`src/rtl/serial_sub_pkg.sv`:
```
// serial_sub_pkg: state encoding and default width shared by serial_sub.
package serial_sub_pkg;
  localparam int DEFAULT_WIDTH = 8;
  typedef enum logic [1:0] {IDLE = 2'd0, RUN = 2'd1, DONE = 2'd2} state_t;
endpackage

```
`src/rtl/full_sub.sv`:
```
// full_sub: single-bit full subtractor, d = a - b - bin with borrow-out.
module full_sub (
  input  logic a,
  input  logic b,
  input  logic bin,
  output logic d,
  output logic bout
);
  assign d    = a ^ b ^ bin;
  assign bout = (~a & b) | (~(a ^ b) & bin);
endmodule

```
`src/rtl/serial_sub.sv`:
```
// serial_sub: bit-serial WIDTH-bit subtractor d = a - b - bin, LSB first, one full_sub cell.
// Optional signed overflow output enabled by defining SERIAL_SUB_OVF_EN.
module serial_sub
  import serial_sub_pkg::*;
#(
  parameter int WIDTH = DEFAULT_WIDTH
) (
  input  logic             clk,
  input  logic             rst,
  input  logic             start,
  input  logic [WIDTH-1:0] a,
  input  logic [WIDTH-1:0] b,
  input  logic             bin,
  output logic [WIDTH-1:0] d,
  output logic             bout,
  output logic             busy,
  output logic             done
`ifdef SERIAL_SUB_OVF_EN
  ,
  output logic             ovf
`endif
);
  localparam int CW = $clog2(WIDTH);
  state_t           r_state, w_next;
  logic [WIDTH-1:0] r_a, r_b, r_d;
  logic [CW-1:0]    r_cnt;
  logic             r_brw, w_d, w_bout, w_last, w_load, w_run;
  full_sub u_fs (.a(r_a[0]), .b(r_b[0]), .bin(r_brw), .d(w_d), .bout(w_bout));
  assign w_last = r_cnt == CW'(WIDTH - 1);
  assign w_load = r_state == IDLE && start;
  assign w_run  = r_state == RUN;
  always_comb begin
    w_next = r_state == IDLE ? (start ? RUN : IDLE) :
             r_state == RUN  ? (w_last ? DONE : RUN) : IDLE;
  end
  always_ff @(posedge clk) begin
    if (rst) r_state <= IDLE;
    else r_state <= w_next;
  end
  always_ff @(posedge clk) begin
    if (rst) begin
      r_a   <= '0;
      r_b   <= '0;
      r_d   <= '0;
      r_brw <= 1'b0;
      r_cnt <= '0;
    end else if (w_load) begin
      r_a   <= a;
      r_b   <= b;
      r_d   <= '0;
      r_brw <= bin;
      r_cnt <= '0;
    end else if (w_run) begin
      r_a   <= r_a >> 1;
      r_b   <= r_b >> 1;
      r_d   <= {w_d, r_d[WIDTH-1:1]};
      r_brw <= w_bout;
      r_cnt <= w_last ? '0 : r_cnt + 1'b1;
    end
  end
  // partial results stay hidden while the operation is in flight
  assign d    = w_run ? '0 : r_d;
  assign bout = w_run ? 1'b0 : r_brw;
  assign busy = r_state != IDLE;
  assign done = r_state == DONE;
`ifdef SERIAL_SUB_OVF_EN
  logic r_ovf, r_amsb, r_bmsb;
  always_ff @(posedge clk) begin
    if (rst) begin
      r_ovf  <= 1'b0;
      r_amsb <= 1'b0;
      r_bmsb <= 1'b0;
    end else if (w_load) begin
      r_ovf  <= 1'b0;
      r_amsb <= a[WIDTH-1];
      r_bmsb <= b[WIDTH-1];
    end else if (w_run && w_last) begin
      r_ovf  <= (r_amsb != r_bmsb) && (w_d != r_amsb);
    end
  end
  assign ovf = r_ovf;
`endif
endmodule
```
`config.mk`:
```
export PLATFORM = sky130hd
export DESIGN_NAME = serial_sub
export DESIGN_NICKNAME = d
export VERILOG_FILES = /design/src/rtl/serial_sub_pkg.sv /design/src/rtl/full_sub.sv /design/src/rtl/serial_sub.sv
export SDC_FILE = /design/constraint.sdc
export NUM_CORES = 1
export LEC_CHECK = 0
export ABC_AREA = 1
export BUFFER_PORTS_ARGS = -buffer_cell sky130_fd_sc_hd__buf_2
export CAP_MARGIN = 0
export CORE_MARGIN = 5
export CORE_UTILIZATION = 35
export CTS_CLUSTER_SIZE = 25
export DETAILED_ROUTE_END_ITERATION = 10
export GPL_TIMING_DRIVEN = 0
export MAX_ROUTING_LAYER = met4
export SLEW_MARGIN = 20
export SYNTH_ARGS = -nofsm -noshare
export SYNTH_HDL_FRONTEND = slang
export SYNTH_SLANG_ARGS = --single-unit
```
`constraint.sdc`:
```
create_clock -name clk -period 1.1 [get_ports clk]
set_input_delay 0.055 -clock clk [delete_from_list [all_inputs] [get_ports clk]]
set_output_delay 0.055 -clock clk [all_outputs]
set_load 0.05 [all_outputs]
```
* After elaboration in Yosys (flattened, before gate mapping)
Cells that the tools add are included.
Cells by class: $add $sub $neg 1, reductions and logical operators 5, equality and inequality tests 3, bitwise gates (word level) 7, multiplexer cells 13
Operators with widths (number):
- $mux W8 | 5
- $mux W2 | 3
- $mux W1 | 4
- $reduce_bool A2 Y1 | 2
- $add A3 B1 Y3 const B | 1
- $eq A3 B3 Y1 const B | 1
- $mux W3 | 1
- $and A1 B1 Y1 | 2
- $eq A2 B1 Y1 const B | 1
- $eq A2 B2 Y1 const B | 1
- $logic_not A2 Y1 | 1
- $not A1 Y1 | 2
- $reduce_or A2 Y1 | 1
- $xor A1 B1 Y1 | 2
- $logic_and A1 B1 Y1 | 1
- $or A1 B1 Y1 | 1
Storage, ports and cells: flip-flop bits (word level) 30, output and inout port bits 11

* Depth between registers and ports, before layout
Gate-level depths: netlist (run 1).
depth after elaboration 6, mapped depth 7, depth with buffers taken out 6

* Modules after synthesis
From an unflattened synthesis (run 1), not the netlist that was laid out.
Second synthesis, totals: cell total of the unflattened synthesis 218, area, all modules 1488.9 um^2
By module, submodules not included:
- serial_sub | area each 1457.6 um^2, cells an instance 214, instances 1
- full_sub | area each 31.3 um^2, cells an instance 4, instances 1

* Worst setup path after synthesis (run 1)
No wires, ideal clock.
path kind register to output, start register r_state[1], end output port done, cell stages (with the launch flop) 4, data required time 1.045 ns, arrival 1.347 ns, setup slack -0.302 ns, cells stage by stage dfxtp_1 > inv_2 > buf_4 > nor2_1
Between the ends: word-level cells in the longest chain between the ends 1
RTL lines:
- from (decl) | RTL line serial_sub.sv:24 | state_t r_state, w_next;
- from (signal assigned) | RTL line serial_sub.sv:38 | else r_state <= w_next;
- $eq A2 B2 Y1 | RTL line serial_sub.sv:65 | assign done = r_state == DONE;
- to (decl) | RTL line serial_sub.sv:17 | output logic done
Every way passes these cells.

* Worst setup path after layout (run 1)
start register r_state[1], end output port d[2]
Between the ends: word-level cells in the longest chain between the ends 2
RTL lines:
- $eq A2 B1 Y1 | RTL line serial_sub.sv:31 | assign w_run = r_state == RUN;
- $mux W8 | RTL line serial_sub.sv:62 | assign d = w_run ? '0 : r_d;
- to (decl) | RTL line serial_sub.sv:14 | output logic [WIDTH-1:0] d,
Every way passes these cells.

==> metrics.cfg, run 1 <==
[status]
status = finished, violations left
violations = negative setup slack

[detailed_routing]
ant_nets = 0
vias = 1614
postRouteWirelength_microns = 4550
first_pass_iters = 4
drc = 0
via_per_inst = 4.88
wl_per_cell_microns = 13.7
drt_iter0_markers = 62

[setup_path]
critPathCaptureType = output pin
cp_slowest_cell = dfxtp_4
worst-path-stages = 6
crit_required_ns = 1.04
crit_type = register to output pin
r2r_cells = 6
crit_chain = inv_6 > nand2_8 > buf_12 > nand2_4 > clkinvlp_4 > buf_6
cpPeakStageDelay_ns = 0.37
cp_top_family = buffers and inverters
cp.arrival_ns = 1.26
worst-path-buf-inv = 4
cp-start-kind = register
crit_fanout = 8

[cts]
cts-hold-fix-buffers = 0
clk_latency_ns = 0.29
path_clk_slew_ns = 0.07
root_buffer = clkbuf_8
numCtsBuffers = 5
cts.sinks = 30
cts_htree_levels = 2
cts_tree = built
clockBufferDepth = 2

[sta]
rsz0062_at_grt = yes
fin_crit_sh_pct = 119
setup_ws_ns = -0.211
fmax_mhz = 763
finalSetupViolations = 40
slew_viol_final = 0
hold_ws_ns = 0.0191
final.setup.tns_ns = -4.84
hold_viol_final = 0
relSlewSlack_pct = 54.1
tightest_slew_ns = 0.689
fin_worst_skew_ns = 0.00489
period_minus_slack_ns = 1.31

[min_path]
hold_depth = 3
hp-class = input pin to register

[placed_design]
dp.cells = 296
place_hpwl_microns = 2420
routabilityCongestion = 0.756
portBuffers = 28

[floorplanning]
initial_core_util_pct = 35.5
pin_count = 31
die_h_microns = 75.7
placeableCoreArea_sq_mm = 0.00426
dieArea_sq_mm = 0.00574
num_rows = 24
dieWidth_microns = 75.7

[pwr]
internal_power_w = 0.00244
pwr-share-clk_pct = 42.8
pwr-share-seq_pct = 35.8
vdd_ir_drop_max_mv = 0.942
power_density_mw_per_mm2 = 1270
p_sw_w = 0.000884
p_leak_nw = 1.15
combPwrFrac_pct = 21.4
p_sw_share_pct = 26.6

[cells_and_area]
area_growth_pct = 73.0
layout_commonest_cell = nand2_1
stdcell_count = 331
diodes = 0
layout.nets = 301
layout-drive-gt1-share_pct = 60.6
final_cell_mix = 35 x nand2_1, 25 x buf_6, 25 x dfxtp_1

[yosys]
synth_area_sq_mm = 0.00151
ys_async_sr_fraction_pct = 0
synth-seq-cells = 30
syn_area_per_cell_sq_um = 7.00
ys_seq_area_share_pct = 39.7
synth_edf_count = 0
syn_inst = 216
synth_top_area_share_pct = 39.7
synth.distinct_cells = 21
yosysWarnings = 0
yosysTopAreaCell = dfxtp_1
syn-num-nets = 239
synth_area_leaders = dfxtp_1 40%, nand2_1 18%, nand3_1 8.9%, inv_1 7.4%, a21oi_1 5.6%
synth_ff_type = dfxtp_1

[grt]
grt_overflow = 0
grt_pass1_wl_microns = 6980
first_global_vias = 1500
track_usage_pct = 16.5
met1_usage_pct = 20.4
use_met3_pct = 3.96
antenna_found_initial = 0
use_met2_pct = 26.6
grt_max_degree = 11
top_usage_layer = met2

[flow_run]
cap_violations = 0

[worst register-to-register path: cells and delay by family (launching register included)]
family	cells	cell delay, ns
AOI/OAI and AO/OA	1	0.13
and+or+nand+nor	2	0.26
buffers and inverters	3	0.42
DFF	1	0.37
[kinds of logic after synthesis]
logic type | Yosys count | synth area share [%]
compound gates | 27 | 11.7
fa+ha+maj | 3 | 2.98
buf+inv | 44 | 13.9
flops | 30 | 39.7
simple gates | 112 | 31.8
[cell usage after synthesis, types with 2 or more instances]
library cell,n
dfxtp_1,30
buf_6,4
nand2_1,72
ha_1,2
buf_2,5
nor2_1,8
a21oi_1,17
buf_4,2
a21oi_2,8
inv_1,30
nor2_4,2
nand3_1,27
[worst paths after layout]
check	start	endpoint	slack, ns
setup / recovery	r_state[1]	d[2]	-0.21
hold reg to reg	r_d[0]	r_d[0]	0.46
setup reg to reg	r_state[1]	r_d[3]	-0.14
hold / removal	bin	r_brw	0.02
[layer usage]
metal | vias up | share of wire (%)
li1 | 795 | -
met3 | 6 | 3.9
met1 | 773 | 43
met4 | 0 | 1.3
met2 | 40 | 52
met5 | - | 0
[flip-flops by register name, indices dropped and copies added (netlist names)]
register  count
r_b           8
r_a           8
r_state       2
r_cnt         3
r_brw         1
r_d           8
[area by class of cell]
cell class | count | area, sq um
buffer | 11 | 114
clock buffer | 6 | 82.6
clock inverter | 2 | 60.1
fill | 352 | 1650
inverter | 31 | 144
multi-input combinational | 142 | 1020
sequential | 30 | 612
tap | 52 | 65.1
timing repair buffer | 57 | 522
[what timing repair did]
action | 4_1_cts | 5_1_grt
gates cloned | 5 | 0
pin swaps | 6 | 29
buffers inserted | 15 | 9
gates resized for setup | 79 | 75
setup endpoints to repair | 34 | 41
[stage by stage]
stage | setup WS, ns | instance area [sq um] | util, % | power [W]
finish | -0.211 | 2620 | 61.4 | 0.00332
global route | -0.245 | 2620 | 61.4 | 0.00343
floorplan | 0.0152 | 1560 | - | 0.00150
CTS | -0.203 | 2330 | 54.6 | 0.00319
detailed placement | -0.154 | 1760 | 41.3 | 0.00161
global placement | -0.135 | 1760 | 41.3 | 0.00160
[power groups by stage]
stage          clock network [W]  logic, W  registers (W)
3_3_place_gp                   0  0.000410        0.00120
2_1_floorplan                  0  0.000311        0.00119
5_1_grt                  0.00146  0.000770        0.00120
6_report                 0.00142  0.000712        0.00119
3_5_place_dp                   0  0.000412        0.00120
4_1_cts                  0.00142  0.000602        0.00117
(Power assumes the default switching activity.)
==> run 2, diff against run 1 <==
--- a/config.mk
+++ b/config.mk
@@ -9,11 +9,12 @@
 export BUFFER_PORTS_ARGS = -buffer_cell sky130_fd_sc_hd__buf_2
 export CAP_MARGIN = 0
 export CORE_MARGIN = 5
-export CORE_UTILIZATION = 35
+export CORE_UTILIZATION = 48
 export CTS_CLUSTER_SIZE = 25
 export DETAILED_ROUTE_END_ITERATION = 10
 export GPL_TIMING_DRIVEN = 0
 export MAX_ROUTING_LAYER = met4
+export PLACE_DENSITY = 0.74
 export SLEW_MARGIN = 20
 export SYNTH_ARGS = -nofsm -noshare
 export SYNTH_HDL_FRONTEND = slang
==> constraint.sdc (replaced) <==
create_clock -name clk -period 1.1 [get_ports clk]
set_input_delay 0.22 -clock clk [delete_from_list [all_inputs] [get_ports clk]]
set_output_delay 0.22 -clock clk [all_outputs]
set_load 0.05 [all_outputs]
==> run 2 against run 1 <==
Effect of this change:
- the run still ends with negative setup slack left
- clock power is 50% lower
- worst hold slack better by 0.081 ns
- first-iteration DRC count up 79%
- worst setup slack worse by 0.24 ns
- sequential share of layout area increased by 2.3 points
- cell count down 2.1%
- core utilization increased by 17 points
- clock skew grew 0.0038 ns
- design area fell by 9.4%
- count of clock-buffer cells in the layout grew 1
- maximum frequency shrank 15%
- routed wire length decreased by 3.6%
- critical path type unchanged
- largest power group is now registers
==> metrics.cfg, run 2 (same netlist as run 1, synthesis figures left out) <==
[pwr]
power_density_mw_per_mm2 = 1070  ; -16%
p_leak_nw = 1.07  ; -7.2%
vdd_ir_drop_max_mv = 0.780  ; -17%

[sta]
fin_crit_sh_pct = 141  ; +22 points
period_minus_slack_ns = 1.55  ; +0.240 ns
relSlewSlack_pct = 58.1  ; +4.0 points
slew_viol_final = 0  ; unchanged
rsz0062_at_grt = yes
fmax_mhz = 645  ; -15%
setup_ws_ns = -0.451  ; -0.240 ns
fin_worst_skew_ns = 0.00865  ; +0.00376 ns
tightest_slew_ns = 0.629  ; -0.0603 ns
hold_viol_final = 0  ; unchanged
finalSetupViolations = 40  ; unchanged

[detailed_routing]
ant_nets = 0  ; unchanged
postRouteWirelength_microns = 4390  ; -3.6%
drt_iter0_markers = 111  ; +79%
first_pass_iters = 4  ; unchanged
vias = 1582  ; -2.0%
wl_per_cell_microns = 13.5  ; -1.5%
drc = 0  ; unchanged
via_per_inst = 4.88  ; +0.14%

[setup_path]
worst-path-buf-inv = 4  ; unchanged
crit_type = register to output pin
r2r_start = r_state[0]
r2r_cells = 7  ; +1
crit_fanout = 6  ; -2
cp_top_family = buffers and inverters
cp_slowest_cell = dfxtp_4
crit_required_ns = 0.88  ; -0.16 ns
reg2reg_slack_ns = -0.32  ; -0.18 ns
timing.rr.end = r_b[1]
cpPeakStageDelay_ns = 0.38  ; about the same
cp-start-kind = register
crit_chain = inv_8 > nand2_8 > buf_12 > nand2_4 > clkinvlp_4 > buf_6
cp.arrival_ns = 1.33  ; +0.07 ns
critPathCaptureType = output pin

[cells_and_area]
biggestRegsByFlops = r_a: 8 flops, r_b: 8 flops, r_d: 8 flops
diodes = 0  ; unchanged
final_cell_mix = 51 x nand2_1, 27 x nand3_1, 27 x dfxtp_1
final_util_pct = 78.3  ; +17 points
layout-drive-gt1-share_pct = 49.3  ; -11 points
layout.nets = 302  ; +0.33%
layout_commonest_cell = nand2_1
area_growth_pct = 56.8

[floorplanning]
dieWidth_microns = 66.1  ; -13%
initial_core_util_pct = 50.0  ; +14 points
pin_count = 31  ; unchanged
die_h_microns = 66.1  ; -13%
num_rows = 20  ; -17%
dieArea_sq_mm = 0.00437  ; -24%
placeableCoreArea_sq_mm = 0.00303  ; -29%

[min_path]
hold_depth = 3  ; unchanged
hp-class = input pin to register
hold_path_end = r_brw
worst_hold_startpoint = bin

[cts]
clockBufferDepth = 2  ; unchanged
root_buffer = clkbuf_4
numCtsBuffers = 5  ; unchanged
cts.sinks = 30  ; unchanged
cts_htree_levels = 2  ; unchanged
cts-hold-fix-buffers = 0  ; unchanged
clk_latency_ns = 0.35  ; +0.06 ns
cts_tree = built
path_clk_slew_ns = 0.10  ; +0.03 ns

[placed_design]
routabilityCongestion = 0.788  ; +4.2%
place_hpwl_microns = 2270  ; -6.5%
place_ws_ns = -0.253  ; -0.0993 ns
portBuffers = 28  ; unchanged

[grt]
track_usage_pct = 20.5  ; +4.1 points
grt_max_degree = 11  ; unchanged
grt_pass1_wl_microns = 6580  ; -5.7%
antenna_found_initial = 0  ; unchanged
grt_overflow = 0  ; unchanged
first_global_vias = 1520  ; +1.3%

[flow_run]
cap_violations = 0  ; unchanged

[status]
status = finished, violations left
violations = negative setup slack

-- run 2: final cells by class --
cell class / count / area (sq um)
clock inverter: 1 / 5.00
buffer: 12 / 125
clock buffer: 7 / 55.1
timing repair buffer: 57 / 484
inverter: 31 / 161
multi-input combinational: 142 / 877
tap: 44 / 55.1
sequential: 30 / 609
fill: 197 / 656
-- run 2: power by group --
group | internal (W) | total [W] | switching, W
combinational | 0.000299 | 0.000639 | 0.000339
sequential | 0.00114 | 0.00119 | 0.0000457
clock | 0.000309 | 0.000717 | 0.000408
total | 0.00175 | 0.00254 | 0.000793
-- run 2: how the worst max path moves through the flow --
stage	from	end	slack [ns]	depth (start not counted)
3_5_place_dp	r_state[1]	d[3]	-0.25	6
5_1_grt	r_state[1]	d[1]	-0.51	6
2_1_floorplan	r_state[0]	d[1]	-0.09	5
4_1_cts	r_state[1]	d[3]	-0.45	6
3_3_place_gp	r_state[1]	d[6]	-0.25	6
6_report	r_state[1]	d[1]	-0.45	6
-- run 2: per-stage QoR --
step	power, W	setup TNS [ns]	std cells	instance area (sq um)	hold WS (ns)
finish	0.00254	-12.32	324	2370	0.100
global placement	0.00161	-4.20	288	1780	0.448
CTS	0.00246	-11.72	315	2210	0.0976
floorplan	0.00151	-0.610	216	1580	0.362
global route	0.00267	-15.17	324	2370	0.121
detailed placement	0.00161	-4.23	288	1780	0.456
-- run 2: tightest hold or removal path, cell delays in order --
cell,delay [ns]
buf_2,0.08
nand3_1,0.06
nand2_1,0.06
-- run 2: timing repair --
action,4_1_cts,5_1_grt
endpoints found under the setup margin,34,41
gates resized for setup,69,30
pin swaps,17,8
cloned,5,0
buffers inserted,15,10
-- run 2: metal layers --
layer  track usage [%]  part of all wire (%)  vias to the layer above
li1                  -                     -                      798
met1              24.4                    44                      719
met2              31.6                    46                       51
met3              5.95                   6.3                       14
met4              10.4                   3.1                        0
met5                 -                     0                        -
